**src/rtl/ps2_pkg.sv**
```systemverilog
// Shared constants for the PS/2 scan-code-set-2 key event decoder:
// protocol bytes, filter modes, event width and decoder state encoding.
package ps2_pkg;

  localparam logic [7:0] PS2_EXT    = 8'hE0;
  localparam logic [7:0] PS2_BRK    = 8'hF0;
  localparam logic [7:0] PS2_PAUSE  = 8'hE1;

  // Keyboard housekeeping bytes that never form part of a key event
  localparam logic [7:0] PS2_NUL    = 8'h00;
  localparam logic [7:0] PS2_BAT_OK = 8'hAA;
  localparam logic [7:0] PS2_ECHO   = 8'hEE;
  localparam logic [7:0] PS2_ACK    = 8'hFA;
  localparam logic [7:0] PS2_RESEND = 8'hFE;
  localparam logic [7:0] PS2_ERR    = 8'hFF;

  localparam int MODE_BRK  = 0;
  localparam int MODE_MAKE = 1;
  localparam int MODE_BOTH = 2;

  localparam int EVT_W = 10;

  localparam logic [2:0] ST_IDLE    = 3'd0;
  localparam logic [2:0] ST_EXT     = 3'd1;
  localparam logic [2:0] ST_BRK     = 3'd2;
  localparam logic [2:0] ST_EXT_BRK = 3'd3;
  localparam logic [2:0] ST_PAUSE   = 3'd4;

  // Pause is E1 followed by seven more bytes that carry no extra information
  localparam logic [2:0] PAUSE_SKIP = 3'd7;

  function automatic logic is_discard(input logic [7:0] b);
    return (b == PS2_NUL) || (b == PS2_BAT_OK) || (b == PS2_ECHO) ||
           (b == PS2_ACK) || (b == PS2_RESEND) || (b == PS2_ERR);
  endfunction

endpackage

```
**src/rtl/key_event_fifo.sv**
```systemverilog
// First-word-fall-through event FIFO. A pop and a push in the same cycle
// are both honoured even when full; the head reads as zero while empty.
module key_event_fifo #(
  parameter int B = 10,
  parameter int W = 2
) (
  input  logic         clk,
  input  logic         reset,
  input  logic         rd,
  input  logic         wr,
  input  logic [B-1:0] w_data,
  output logic [B-1:0] r_data,
  output logic         empty,
  output logic         full
);

  localparam int DEPTH = 1 << W;

  logic [W:0]   wptr_q, wptr_d, rptr_q, rptr_d;
  logic [B-1:0] mem_q [DEPTH];
  logic [B-1:0] mem_d [DEPTH];
  logic         rd_en, wr_en;

  assign empty  = (wptr_q == rptr_q);
  assign full   = (wptr_q[W] != rptr_q[W]) && (wptr_q[W-1:0] == rptr_q[W-1:0]);
  assign rd_en  = rd && !empty;
  // When full, a write is only possible if the head leaves this cycle
  assign wr_en  = wr && (!full || rd_en);
  assign r_data = empty ? '0 : mem_q[rptr_q[W-1:0]];

  always_comb begin
    wptr_d = wptr_q;
    rptr_d = rptr_q;
    mem_d  = mem_q;
    if (rd_en) rptr_d = rptr_q + 1'b1;
    if (wr_en) begin
      mem_d[wptr_q[W-1:0]] = w_data;
      wptr_d = wptr_q + 1'b1;
    end
  end

  always_ff @(posedge clk or posedge reset) begin
    if (reset) begin
      wptr_q <= '0;
      rptr_q <= '0;
    end else begin
      wptr_q <= wptr_d;
      rptr_q <= rptr_d;
    end
  end

  always_ff @(posedge clk) mem_q <= mem_d;

endmodule

```
**src/rtl/ps2_key_event_decoder.sv**
```systemverilog
// PS/2 set-2 byte stream to key event decoder with mode filter, typematic
// repeat suppression and a buffered, overflow-reporting event queue.
module ps2_key_event_decoder
  import ps2_pkg::*;
#(
  parameter int W_SIZE    = 2,
  parameter int MODE      = 2,
  parameter int NO_REPEAT = 1
) (
  input  logic             clk,
  input  logic             reset,
  input  logic             rx_done_tick,
  input  logic [7:0]       rx_data,
  input  logic             rd_event,
  input  logic             clr_ovf,
  output logic [EVT_W-1:0] event_data,
  output logic             buf_empty,
  output logic             buf_full,
  output logic             overflow
);

  logic [2:0] state_q, state_d;
  logic [2:0] cnt_q, cnt_d;
  logic       lm_valid_q, lm_valid_d;
  logic [8:0] lm_key_q, lm_key_d;
  logic       ovf_q, ovf_d;

  logic       evt_v, evt_ext, evt_brk;
  logic [7:0] evt_code;
  logic       rep_hit, mode_ok, evt_wr, drop;

  always_comb begin
    state_d  = state_q;
    cnt_d    = cnt_q;
    evt_v    = 1'b0;
    evt_ext  = 1'b0;
    evt_brk  = 1'b0;
    evt_code = rx_data;
    if (rx_done_tick) begin
      case (state_q)
        ST_IDLE: begin
          if (rx_data == PS2_EXT)        state_d = ST_EXT;
          else if (rx_data == PS2_BRK)   state_d = ST_BRK;
          else if (rx_data == PS2_PAUSE) begin
            state_d = ST_PAUSE;
            cnt_d   = PAUSE_SKIP;
          end else if (!is_discard(rx_data)) evt_v = 1'b1;
        end
        ST_EXT: begin
          if (rx_data == PS2_BRK) state_d = ST_EXT_BRK;
          else if (rx_data != PS2_EXT) begin
            evt_v   = 1'b1;
            evt_ext = 1'b1;
            state_d = ST_IDLE;
          end
        end
        ST_BRK: begin
          evt_v   = 1'b1;
          evt_brk = 1'b1;
          state_d = ST_IDLE;
        end
        ST_EXT_BRK: begin
          evt_v   = 1'b1;
          evt_ext = 1'b1;
          evt_brk = 1'b1;
          state_d = ST_IDLE;
        end
        ST_PAUSE: begin
          cnt_d = cnt_q - 3'd1;
          if (cnt_q == 3'd1) begin
            evt_v    = 1'b1;
            evt_ext  = 1'b1;
            evt_code = PS2_PAUSE;
            state_d  = ST_IDLE;
          end
        end
        default: state_d = ST_IDLE;
      endcase
    end
  end

  // Repeat tracking runs on every decoded event, independent of the mode filter
  always_comb begin
    lm_valid_d = lm_valid_q;
    lm_key_d   = lm_key_q;
    rep_hit    = 1'b0;
    if ((NO_REPEAT != 0) && evt_v) begin
      if (!evt_brk) begin
        if (lm_valid_q && (lm_key_q == {evt_ext, evt_code})) rep_hit = 1'b1;
        else begin
          lm_valid_d = 1'b1;
          lm_key_d   = {evt_ext, evt_code};
        end
      end else if (lm_key_q == {evt_ext, evt_code}) begin
        lm_valid_d = 1'b0;
      end
    end
  end

  always_comb begin
    mode_ok = (MODE == MODE_BOTH) ||
              ((MODE == MODE_MAKE) && !evt_brk) ||
              ((MODE == MODE_BRK) && evt_brk);
    evt_wr  = evt_v && !rep_hit && mode_ok;
    drop    = evt_wr && buf_full && !rd_event;
    ovf_d   = ovf_q;
    if (clr_ovf) ovf_d = 1'b0;
    if (drop)    ovf_d = 1'b1;
  end

  always_ff @(posedge clk or posedge reset) begin
    if (reset) begin
      state_q    <= ST_IDLE;
      cnt_q      <= '0;
      lm_valid_q <= 1'b0;
      lm_key_q   <= '0;
      ovf_q      <= 1'b0;
    end else begin
      state_q    <= state_d;
      cnt_q      <= cnt_d;
      lm_valid_q <= lm_valid_d;
      lm_key_q   <= lm_key_d;
      ovf_q      <= ovf_d;
    end
  end

  assign overflow = ovf_q;

  key_event_fifo #(.B(EVT_W), .W(W_SIZE)) u_fifo (
    .clk    (clk),
    .reset  (reset),
    .rd     (rd_event),
    .wr     (evt_wr),
    .w_data ({evt_ext, evt_brk, evt_code}),
    .r_data (event_data),
    .empty  (buf_empty),
    .full   (buf_full)
  );

endmodule

```
**config.mk**
```make
export PLATFORM = sky130hd
export DESIGN_NAME = ps2_key_event_decoder
export DESIGN_NICKNAME = d
export VERILOG_FILES = /design/src/rtl/ps2_pkg.sv /design/src/rtl/key_event_fifo.sv /design/src/rtl/ps2_key_event_decoder.sv
export SDC_FILE = /design/constraint.sdc
export NUM_CORES = 1
export LEC_CHECK = 0
export ABC_AREA = 1
export BUFFER_PORTS_ARGS = -buffer_cell sky130_fd_sc_hd__buf_4
export CORE_MARGIN = 2
export CORE_UTILIZATION = 45
export DETAILED_ROUTE_END_ITERATION = 8
export SYNTH_ARGS = -nofsm -noshare
export SYNTH_HDL_FRONTEND = slang
export SYNTH_HIERARCHICAL = 1
export SYNTH_SLANG_ARGS = --single-unit
export TNS_END_PERCENT = 5
```
**constraint.sdc**
```tcl
create_clock -name clk -period 3.15 [get_ports clk]
set_clock_uncertainty 0.2 [all_clocks]
set_input_delay 0.63 -clock clk [delete_from_list [all_inputs] [get_ports clk]]
set_output_delay 0.63 -clock clk [all_outputs]
set_load 0.03 [all_outputs]
```
# ---- Word-level counts from Yosys, hierarchy flattened
# Index checks and enable logic that the tools add are counted.
dict set report word_totals {
  reg_bits 63
  inputBits 13
  out_inout_bits 13
  elab_cells 116
}
dict set report op_classes {
  add_sub_neg 3
  magnitude_cmp 3
  n_eq_ne 26
  muxes 42
  n_bitwise 4
  reduce_logical 27
}
# op n
set op_table {}
lappend op_table {{$eq 8x8->1 const B} 8}
lappend op_table {{$bwmux 40} 1}
lappend op_table {{$mux 10} 4}
lappend op_table {{$mux 3} 9}
lappend op_table {{$mux 8} 3}
lappend op_table {{$bmux 10 s2} 1}
lappend op_table {{$demux 10 s2} 1}
lappend op_table {{$mux 1} 19}
lappend op_table {{$ne 2x2->1 const B} 5}
lappend op_table {{$eq 9x9->1} 1}
lappend op_table {{$pmux 3 s3} 1}
lappend op_table {{$logic_and 1x1->1} 8}
lappend op_table {{$logic_not 8->1} 1}
lappend op_table {{$ne 8x8->1 const B} 1}
lappend op_table {{$add 3x1->3 const B} 2}
lappend op_table {{$eq 3x1->1 const B} 2}
lappend op_table {{$eq 3x2->1 const B} 2}
lappend op_table {{$ge 3x3->1 const B} 2}
lappend op_table {{$logic_or 1x1->1} 6}
lappend op_table {{$not 2->3} 2}
lappend op_table {{$pmux 3 s2} 1}
lappend op_table {{$reduce_and 3->1} 2}
lappend op_table {{$reduce_and 5->1} 1}
lappend op_table {{$logic_not 1->1} 4}
lappend op_table {{other kinds (16)} 18}

# ---- Longest topological paths before layout
# Gate-level depths: netlist of run 1.
dict set report logic_depth {
  word_depth 18
  ltp_mapped 18
  depth_no_buf 17
}

# ---- Modules after synthesis
# The synthesis of run 1 kept the hierarchy.
# mod n_inst cells_per_inst area_per_inst_um2 seq_area_each_um2
set modules_own_cells {}
lappend modules_own_cells {key_event_fifo 1 188 2031.9 1351.3}
lappend modules_own_cells {ps2_key_event_decoder 1 203 1316.3 425.4}

# ---- Worst setup path after synthesis of run 1
# OpenSTA, ideal clock, no wires.
dict set report synth_timing {
  path_kind {input -> register}
  from {input port rx_data[0]}
  to {register u_fifo/mem_q[20] in the netlist's numbering (enable)}
  setup_time_ns 0.376
  t_arrival_ns 2.248
  required_time_ns 2.574
  setup_slack_ns 0.325
  stages 13
  path_buffers 0
  path_cell_list {inv_1 > nand2_1 > nor2_1 > nand2_1 > nand3_1 > nand3_1 > nand3_1 > nand2_1 > nand4_1 > nand2_1 > inv_1 > nand2_2 > nor2_1}
}
dict set report synth_between {
  elab_chain_cells 16
  word_cells_on_any_way 36
  classes_between {10 x eq/ne; 16 x mux; 10 x reduce/logical}
}
# element line_no
set synth_rtl {}
lappend synth_rtl {{from (decl)} ps2_key_event_decoder.sv:13} ;# input logic [7:0] rx_data,
lappend synth_rtl {{$eq 8x8->1 / $logic_not 8->1 (equally long branches)} ps2_pkg.sv:33} ;# return (b == PS2_NUL) || (b == PS2_BAT_OK) || (b == PS2_ECHO) ||
lappend synth_rtl {{$logic_or 1x1->1 (3 in a row)} ps2_pkg.sv:33}
lappend synth_rtl {{$logic_or 1x1->1 (2 in a row)} ps2_pkg.sv:34} ;# (b == PS2_ACK) || (b == PS2_RESEND) || (b == PS2_ERR);
lappend synth_rtl {{$mux 1} ps2_key_event_decoder.sv:47} ;# end else if (!is_discard(rx_data)) evt_v = 1'b1;
lappend synth_rtl {{$mux 1} ps2_key_event_decoder.sv:44} ;# else if (rx_data == PS2_PAUSE) begin
lappend synth_rtl {{$mux 1} ps2_key_event_decoder.sv:43} ;# else if (rx_data == PS2_BRK) state_d = ST_BRK;
lappend synth_rtl {{$mux 1} ps2_key_event_decoder.sv:42} ;# if (rx_data == PS2_EXT) state_d = ST_EXT;
lappend synth_rtl {{$pmux 1 s4} ps2_key_event_decoder.sv:40} ;# case (state_q)
lappend synth_rtl {{$mux 1} ps2_key_event_decoder.sv:39} ;# if (rx_done_tick) begin
lappend synth_rtl {{$mux 1} ps2_key_event_decoder.sv:87} ;# if ((NO_REPEAT != 0) && evt_v) begin
lappend synth_rtl {{$logic_not 1->1} ps2_key_event_decoder.sv:104} ;# evt_wr = evt_v && !rep_hit && mode_ok;
lappend synth_rtl {{$logic_and 1x1->1 (*)} ps2_key_event_decoder.sv:104}
lappend synth_rtl {{via evt_wr} ps2_key_event_decoder.sv:30} ;# logic rep_hit, mode_ok, evt_wr, drop;
lappend synth_rtl {{$logic_and 1x1->1 (*)} key_event_fifo.sv:28} ;# assign wr_en = wr && (!full || rd_en);
lappend synth_rtl {{to (signal assigned)} key_event_fifo.sv:52} ;# always_ff @(posedge clk) mem_q <= mem_d;
lappend synth_rtl {{to (decl)} key_event_fifo.sv:20} ;# logic [B-1:0] mem_q [DEPTH];
# Mark *: on every way through the listed nets, which the timed path passes. The rest lies on a longest branch.
# A chain may end at the register's enable or synchronous reset.

# ---- Worst setup path in the final report of run 1
dict set report layout_timing {
  from {register cnt_q[1]}
  to {register u_fifo/mem_q[5] in the netlist's numbering (enable)}
}
dict set report layout_between {
  elab_chain_cells 12
  word_cells_on_any_way 17
  classes_between {2 x eq/ne; 11 x mux; 4 x reduce/logical}
}
# element line_no
set layout_rtl {}
lappend layout_rtl {{from (decl)} ps2_key_event_decoder.sv:23} ;# logic [2:0] cnt_q, cnt_d;
lappend layout_rtl {{from (signal assigned)} ps2_key_event_decoder.sv:120} ;# cnt_q <= cnt_d;
lappend layout_rtl {{$eq 3x1->1 (*)} ps2_key_event_decoder.sv:70} ;# if (cnt_q == 3'd1) begin
lappend layout_rtl {{$mux 1 / $mux 8 (equally long branches)} ps2_key_event_decoder.sv:70}
lappend layout_rtl {{$pmux 1 s3 / $mux 8 (equally long branches)} ps2_key_event_decoder.sv:40}
lappend layout_rtl {{$mux 1 / $mux 8 (equally long branches)} ps2_key_event_decoder.sv:39}
lappend layout_rtl {{$eq 9x9->1} ps2_key_event_decoder.sv:89} ;# if (lm_valid_q && (lm_key_q == {evt_ext, evt_code})) rep_hit = 1'b1;
lappend layout_rtl {{$logic_and 1x1->1} ps2_key_event_decoder.sv:89}
lappend layout_rtl {{$mux 1} ps2_key_event_decoder.sv:89}
lappend layout_rtl {{$mux 1} ps2_key_event_decoder.sv:88} ;# if (!evt_brk) begin
lappend layout_rtl {{$mux 1} ps2_key_event_decoder.sv:87}
lappend layout_rtl {{$logic_not 1->1} ps2_key_event_decoder.sv:104}
lappend layout_rtl {{$logic_and 1x1->1 (*)} ps2_key_event_decoder.sv:104}
lappend layout_rtl {{via evt_wr} ps2_key_event_decoder.sv:30}
lappend layout_rtl {{$logic_and 1x1->1 (*)} key_event_fifo.sv:28}
# Marks and branches as above.

==> results of run 1 <==
## logic make-up (layout without fill, tap and decap cells)
group / count (synthesis) / in the layout
AOI/OAI and AO/OA: 44 / 44
DFF: 63 / 63
xor gates and xnor gates: 4 / 4
adders and majority gates: 7 / 7
and+or+nand+nor: 205 / 205
buffers and inverters: 68 / 110
## critical path, cell delays in order (launching register included)
cell and delay [ps]:
dfrtp_1 360, inv_1 90, ha_1 150, inv_1 50
nor2_2 140, nand4_4 260, nand3b_1 180, nand2_1 60
nor2_1 120, nand2_1 100, nor2_4 170, nand4_1 120
nand2_1 80, inv_1 70, nand2_2 140, nor2_1 60
buf_4 180
## state kept, by name, summed over array words and instances, names as in the netlist
name,cells
u_fifo/rptr_q,3
state_q,3
u_fifo/wptr_q,3
lm_key_q,9
lm_valid_q,1
u_fifo/mem_q,40
overflow,1
cnt_q,3
## per-layer routing
| layer | part of all wire, % | vias up | global-route usage (%) |
|---|---|---|---|
| li1 | - | 1323 | - |
| met1 | 50 | 1156 | 23.1 |
| met2 | 46 | 33 | 28.1 |
| met3 | 2.9 | 4 | 3.76 |
| met4 | 0.74 | 0 | 5.38 |
| met5 | 0 | - | 0 |
## where the power goes
group | total (mW) | internal [mW] | switching, mW
sequential | 1.21 | 1.09 | 0.125
combinational | 1.61 | 0.564 | 1.05
clock | 0.646 | 0.355 | 0.291
## cells in the final DEF, fill, tap and decap left out, types with 3 or more instances in the layout
master,netlist,layout
nand2_1,103,101
inv_1,59,59
nor2_1,53,53
edfxtp_1,40,40
buf_4,1,34
o21ai_0,31,31
nand3_1,26,26
dfrtp_1,23,23
clkbuf_8,0,9
o21ai_1,9,9
ha_1,7,7
nand2_2,3,5
nand4_1,4,4
clkinv_1,0,3
## worst max-delay path by stage
stage	startpoint	to	slack, ps	cells past startpoint
2_1_floorplan	rx_data[0]	u_fifo/mem_q[20]	330	13
3_3_place_gp	rx_data[0]	u_fifo/mem_q[6]	280	15
3_5_place_dp	rx_data[0]	u_fifo/mem_q[0]	210	15
4_1_cts	cnt_q[1]	u_fifo/mem_q[1]	300	17
5_1_grt	cnt_q[1]	u_fifo/mem_q[1]	40	17
6_report	cnt_q[1]	u_fifo/mem_q[5]	380	16
## what timing repair did
action / 4_1_cts / 5_1_grt
hold buffers: 0 / 0
setup endpoints to repair: 0 / 40
gates resized for setup: 0 / 2
## area by class of cell
class | count | share of cell area [%]
sequential | 63 | 46.1
multi-input combinational | 260 | 33.6
timing repair buffer | 34 | 6.62
inverter | 60 | 5.84
clock buffer | 10 | 3.31
tap | 99 | 3.21
clock inverter | 6 | 1.33
==> results.toml, run 1 <==
[synthesis]
synth_xor_area_share_pct = 1.27
yosysTopAreaCell = "edfxtp_1"
synth_cell_types = 34
synthAdderAreaFrac_pct = 2.62
synthTopCellsByCount = "nand2_1 (103), inv_1 (59), nor2_1 (53)"
synth_area_leaders = "edfxtp_1 (36%), dfrtp_1 (17%), nand2_1 (12%)"
synth_edf_count = 40
yosysTopAreaCellShare_pct = 35.9
yosysWarningCount = 6
syn_nets = 411
syn_avg_cell_area_um2 = 8.56
ys_ff_latch = 63
synth_cells = 391
yosysMostFrequentCell = "nand2_1"
yosysSeqAreaShare_pct = 53.1
yosys.area_share.simple_pct = 28.0
synth_top_family_by_area = "simple AND/OR/NAND/NOR gates"
synth-async-reset-ratio_pct = 36.5
synth_compound_area_share_pct = 6.76
netlist_area_um2 = 3350
synth_flop_cell = "edfxtp_1"
muxShareOfSynthArea_pct = 0

[cts]
cts_tree = "done"
clk_pin_slew_ps = 70
cts-buffers-inserted = 9
h-tree-depth = 3
clockRootBuffer = "clkbuf_8"
clk_path_buf_depth = 2
clock_latency_ps = 320
cts.sinks = 63
post_cts_buffers = 0

[global_route]
antenna_found_initial = 0
grt_pass1_wl_um = 11200
first_global_vias = 2340
grt.total_usage_pct = 17.2
gr-total-overflow = 0
grt_start_max_net_pins = 24

[final_layout]
seq_area_um2 = 1780
nFillCells = 670
nets = 448
num_antenna_cells = 0
fin_util_pct = 53.5
fin_cells = 532
drive_gt1_share_pct = 14.8
fin_area_um2 = 3860
area_growth_pct = 15.2
multi_input_area_um2 = 1300

[timing]
hold_ws_ps = 22.8
hold_violations = 0
setup_viol = 0
finalCriticalPeriod_ps = 2770
final_max_slew_viol_count = 0
period_share_pct = 88.1
fmax_mhz = 360
layout_setup_ws_ps = 376
grt_setup_unrepaired = "no"
fin_setup_tns_ps = 0
tightest_slew_ps = 678
max-slew-margin-rel_pct = 54.7

[worst_setup_path]
crit_path_start_kind = "flip-flop"
end_kind = "flip-flop"
r2r_start = "cnt_q[1]"
path_max_fanout = 16
arrival_ps = 2650
r2r_end = "u_fifo/mem_q[5]"
r2r_slack_ps = 380
reg2regPathDepth = 16
critPathKind = "reg -> reg"
required_ps = 3020

[run]
drv_cap = 0

[detailed_routing]
avgRoutedWirePerCell_um = 12.2
drtAntennaViolNets = 0
wirelength_um = 6510
dr_total_vias = 2516
first_pass_iters = 4
drc = 0
drt_iter0_drc = 114
vias_per_cell = 4.73

[floorplan]
num_io_pins = 26
core_um2 = 7210
initial_core_util_pct = 46.4
die_area_um2 = 8150
rows = 31
fp.dieH_um = 90.3
die-width_um = 90.3

[power_and_ir_drop]
power_mw = 3.47
leakagePower_nw = 1.85
p_per_area_nw_per_um2 = 899
worst_ir_drop_vdd_uv = 259

[place]
hpwl_um = 4700
dp_cells = 516
buffer_ports.inserted = 25
place.gp.congestion = 0.783
pre_cts_slack_ps = 213
dpl_cell_area_um2 = 3670

[run_status]
outcome = "completed"

[worst_hold_path]
hold_class = "in -> async"
No activity file was read; power rests on OpenSTA's default activity.
==> run 2, diff against run 1 <==
--- a/config.mk
+++ b/config.mk
@@ -10,6 +10,7 @@
 export CORE_MARGIN = 2
 export CORE_UTILIZATION = 45
 export DETAILED_ROUTE_END_ITERATION = 8
+export GPL_TIMING_DRIVEN = 0
 export SYNTH_ARGS = -nofsm -noshare
 export SYNTH_HDL_FRONTEND = slang
 export SYNTH_HIERARCHICAL = 1
==> results.toml, run 2 (synthesized netlist as in run 1, its figures left out) <==
[power_and_ir_drop]
p_comb_share_pct = 47.5
p_clk_share_pct = 17.6
seqPwrFrac_pct = 34.9
p_per_area_nw_per_um2 = 913
p_sw_share_pct = 44.4
p_switching_mw = 1.56
internal_power_mw = 1.95
power_mw = 3.51
worst_ir_drop_vdd_uv = 318
leakagePower_nw = 1.82

[timing]
finalCriticalPeriod_ps = 3060
tightest_slew_ps = 696
fin_setup_tns_ps = 0
setup_viol = 0
grt_setup_unrepaired = "yes"
layout_setup_ws_ps = 88.1
hold_violations = 0
final_max_slew_viol_count = 0
max-slew-margin-rel_pct = 53.5
fmax_mhz = 327
period_share_pct = 97.2

[floorplan]
core_um2 = 7210
die_area_um2 = 8150
die-width_um = 90.3
rows = 31
num_io_pins = 26
fp.dieH_um = 90.3
initial_core_util_pct = 46.4

[detailed_routing]
first_pass_iters = 4
wirelength_um = 6960
avgRoutedWirePerCell_um = 13.1
drc = 0
dr_total_vias = 2590
vias_per_cell = 4.88
drt_iter0_drc = 129
drtAntennaViolNets = 0

[final_layout]
nFillCells = 713
drive_gt1_share_pct = 15.5
final_common_cell = "nand2_1"
reg_top3 = "u_fifo/mem_q x40, lm_key_q x9"
num_antenna_cells = 0
fin_util_pct = 53.3
final_cell_mix = "nand2_1 (103), inv_1 (59), nor2_1 (49)"
area_growth_pct = 14.8
largest_reg_flops = 40
fin_cells = 531
nets = 447
regMostFlops = "u_fifo/mem_q"

[place]
pre_cts_slack_ps = -511
place.gp.congestion = 0.760
hpwl_um = 4890
buffer_ports.inserted = 25
dp_cells = 515

[cts]
cts-buffers-inserted = 9
post_cts_buffers = 0
clk_path_buf_depth = 2
h-tree-depth = 3
clock_latency_ps = 340
clockRootBuffer = "clkbuf_8"
clk_pin_slew_ps = 80
cts_tree = "done"
cts.sinks = 63

[global_route]
use_met2_pct = 30.1
grt_pass1_wl_um = 11600
grt_start_max_net_pins = 18
busiest_layer = "met2"
grt_use_met1_pct = 24.2
grt_util_met3_pct = 2.75
antenna_found_initial = 0
grt.total_usage_pct = 18.3
first_global_vias = 2359
gr-total-overflow = 0

[worst_setup_path]
end_kind = "flip-flop"
path_max_fanout = 10
arrival_ps = 2830
crit_path_start_kind = "flip-flop"
critPathKind = "reg -> reg"
required_ps = 2920

[worst_hold_path]
hold_class = "in -> async"

[run]
drv_cap = 0

[run_status]
outcome = "completed"
## run 2: cell count changes in the layout (fill, tap and decap cells not counted), sizes merged
cell	change
bufinv	-1
clkinv	-2
buf	-2
clkinvlp	+3
inv	+1
## run 2: final timing paths
kind | start | cells after the start | end | slack (ps)
setup / recovery | cnt_q[1] | 16 | u_fifo/mem_q[17] | 90
hold / removal | reset | 2 | u_fifo/wptr_q[1] | 9
setup reg to reg | cnt_q[1] | 16 | u_fifo/mem_q[17] | 90
hold reg to reg | overflow | 2 | overflow | 280
max in group asynchronous | reset | 2 | lm_key_q[8] | 2100
min in group clk | overflow | 2 | overflow | 280
## run 2: metal layers
metal / share of wire, % / vias up
met1: 48 / 1203
met4: 1.4 / 0
met3: 2.9 / 9
li1: - / 1331
met2: 47 / 47
met5: 0 / -
## run 2: area by class of cell
cell class	count	area (um2)	area share, %
tap	99	124	3.22
buffer	8	53.8	1.40
sequential	63	1780	46.2
clock buffer	9	124	3.22
clock inverter	7	48.8	1.27
timing repair buffer	25	188	4.88
inverter	60	225	5.86
multi-input combinational	260	1300	33.9
## run 2: metrics by stage
| step | cell area (um2) | hold slack, ps |
|---|---|---|
| 2_1_floorplan | 3350 | 221 |
| 3_3_place_gp | 3660 | 271 |
| 3_5_place_dp | 3660 | 265 |
| 4_1_cts | 3840 | 8.72 |
| 5_1_grt | 3840 | 28.3 |
| 6_report | 3840 | 9.45 |
## run 2: repair_timing
action,CTS,global route
hold buffers,0,0
gates resized for setup,4,0
setup endpoints to repair,40,40
## run 2: worst max-delay path: stages, from the launching register on
cell     delay [ps]
dfrtp_1         360
inv_1            90
ha_1            140
inv_1            50
nor2_2          140
nand4_4         160
nand2_1         240
nand2_1          80
nand2_1          60
nor2_1           30
nand2_1         100
nor2_4           60
nand4_1          90
nand2_1          60
inv_1           110
nand2_2         140
nor2_2          560
## run 2: power groups by stage
stage | clock [mW] | combinational (mW) | sequential [mW]
detailed placement | 0 | 1.67 | 1.24
global placement | 0 | 1.64 | 1.23
global route | 0.669 | 1.86 | 1.25
CTS | 0.632 | 1.69 | 1.22
floorplan | 0 | 1.19 | 1.21
finish | 0.617 | 1.67 | 1.22
==> run 3, diff against run 2 <==
==> constraint.sdc (replaced) <==
create_clock -name clk -period 3.05 [get_ports clk]
set_clock_uncertainty 0.2 [all_clocks]
set_input_delay 0.61 -clock clk [delete_from_list [all_inputs] [get_ports clk]]
set_output_delay 0.61 -clock clk [all_outputs]
set_load 0.03 [all_outputs]
==> results.toml, run 3 (synthesized netlist as in run 1, its figures left out) <==
[detailed_routing]
dr_total_vias = 2611
drtAntennaViolNets = 0
drt_iter0_drc = 126
vias_per_cell = 4.90
first_pass_iters = 4
avgRoutedWirePerCell_um = 13.3
drc = 0
wirelength_um = 7080

[power_and_ir_drop]
leakagePower_nw = 1.84
p_per_area_nw_per_um2 = 940
worst_ir_drop_vdd_uv = 334

[floorplan]
num_io_pins = 26
fp.dieH_um = 90.3
core_um2 = 7210
rows = 31
initial_core_util_pct = 46.4
die_area_um2 = 8150
die-width_um = 90.3

[global_route]
grt_pass1_wl_um = 11700
antenna_found_initial = 0
first_global_vias = 2373
grt_start_max_net_pins = 18
grt.total_usage_pct = 18.4
gr-total-overflow = 0

[final_layout]
area_growth_pct = 16.6
num_antenna_cells = 0
final_common_cell = "nand2_1"
fin_cells = 533
reg_top3 = "u_fifo/mem_q x40, lm_key_q x9"
nets = 449
drive_gt1_share_pct = 16.4
regMostFlops = "u_fifo/mem_q"
final_cell_mix = "nand2_1 (101), inv_1 (58), nor2_1 (49)"
largest_reg_flops = 40

[cts]
cts_tree = "done"
cts-buffers-inserted = 9
cts.sinks = 63
clk_path_buf_depth = 2
clk_pin_slew_ps = 70
clockRootBuffer = "clkbuf_8"
h-tree-depth = 3
clock_latency_ps = 340

[worst_hold_path]
hold_start = "overflow"
whs_path_depth = 2
hold_end = "overflow"
hold_class = "reg -> reg"

[timing]
fmax_mhz = 359
layout_setup_ws_ps = 267
grt_setup_unrepaired = "no"
fin_setup_tns_ps = 0
final_max_slew_viol_count = 0
period_share_pct = 91.2
hold_violations = 0
setup_viol = 0
finalCriticalPeriod_ps = 2780
tightest_slew_ps = 697
max-slew-margin-rel_pct = 53.5

[place]
place.gp.congestion = 0.760
buffer_ports.inserted = 25
pre_cts_slack_ps = -591
dp_cells = 515
hpwl_um = 4890

[worst_setup_path]
arrival_ps = 2580
r2r_start = "cnt_q[1]"
path_max_fanout = 10
required_ps = 2850
r2r_slack_ps = 270
crit_path_start_kind = "flip-flop"
end_kind = "flip-flop"
reg2regPathDepth = 17
critPathKind = "reg -> reg"
r2r_end = "u_fifo/mem_q[7]"

[run]
drv_cap = 0

[run_status]
outcome = "completed"
## run 3: changes by cell type in the layout (fill, tap and decap cells not counted), sizes merged
cell | previous run | this run
buf | 32 | 33
dlygate4sd3 | 0 | 1
## run 3: worst max path at each step
stage / start / to / slack (ps) / cells past startpoint
after global routing: cnt_q[1] / u_fifo/mem_q[7] / 40 / 17
after floorplan: rx_data[0] / u_fifo/mem_q[20] / 250 / 13
final: cnt_q[1] / u_fifo/mem_q[7] / 270 / 17
after CTS: cnt_q[1] / u_fifo/mem_q[38] / -20 / 16
after detailed placement: rx_data[0] / u_fifo/mem_q[16] / -590 / 14
after global placement: rx_data[0] / u_fifo/mem_q[10] / -510 / 14
## run 3: repair_timing
item                                    CTS  global route
resized for setup                         7             5
hold endpoints to repair                  6             0
endpoints found under the setup margin   40            40
hold buffers                              1             0
buffers inserted                          0             1
pin swaps                                 0             1
## run 3: cell type report
class | instances | area (um2)
Tap cell | 99 | 124
Sequential cell | 63 | 1780
Multi-Input combinational cell | 260 | 1330
Clock buffer | 9 | 124
Inverter | 60 | 225
Timing Repair Buffer | 27 | 218
Buffer | 8 | 53.8
Clock inverter | 7 | 48.8
Fill cell | 707 | 3310
## run 3: layer usage
metal  vias up  wire length, um  track usage [%]
met1      1226             3410             24.2
met3         9              160             2.75
met4         0               98             7.69
met2        42             3410             30.5
met5         -                0                0
li1       1334                -                -
## run 3: power by group
| group | leakage (nW) | switching, mW | internal [mW] | total, mW |
|---|---|---|---|---|
| Combinational | 1.11 | 1.15 | 0.617 | 1.77 |
| Clock | 0.0793 | 0.344 | 0.294 | 0.638 |
| Sequential | 0.646 | 0.142 | 1.12 | 1.26 |
| Total | 1.84 | 1.64 | 2.03 | 3.67 |
## run 3: per-stage QoR
step | utilization, % | power (mW) | hold WS (ps) | instance area, um2
floorplan | - | 2.48 | 201 | 3350
global route | 54.1 | 3.94 | 290 | 3900
detailed placement | 50.7 | 3.01 | 265 | 3660
finish | 54.1 | 3.67 | 281 | 3900
CTS | 53.6 | 3.68 | 286 | 3870
global placement | 50.7 | 2.97 | 271 | 3660
## run 3: critical path: stages (launching register included)
cell and delay (ps):
dfrtp_1 360, inv_1 90, ha_1 140, inv_1 50, nor2_2 140, nand4_4 170, buf_6 200, nand2_1 70
nand2_1 50, nand2_1 50, nor2_1 40, nand2_1 100, nor2_4 70, nand4_1 90, nand2_1 70, inv_2 100
nand2_4 120, nor2_4 330
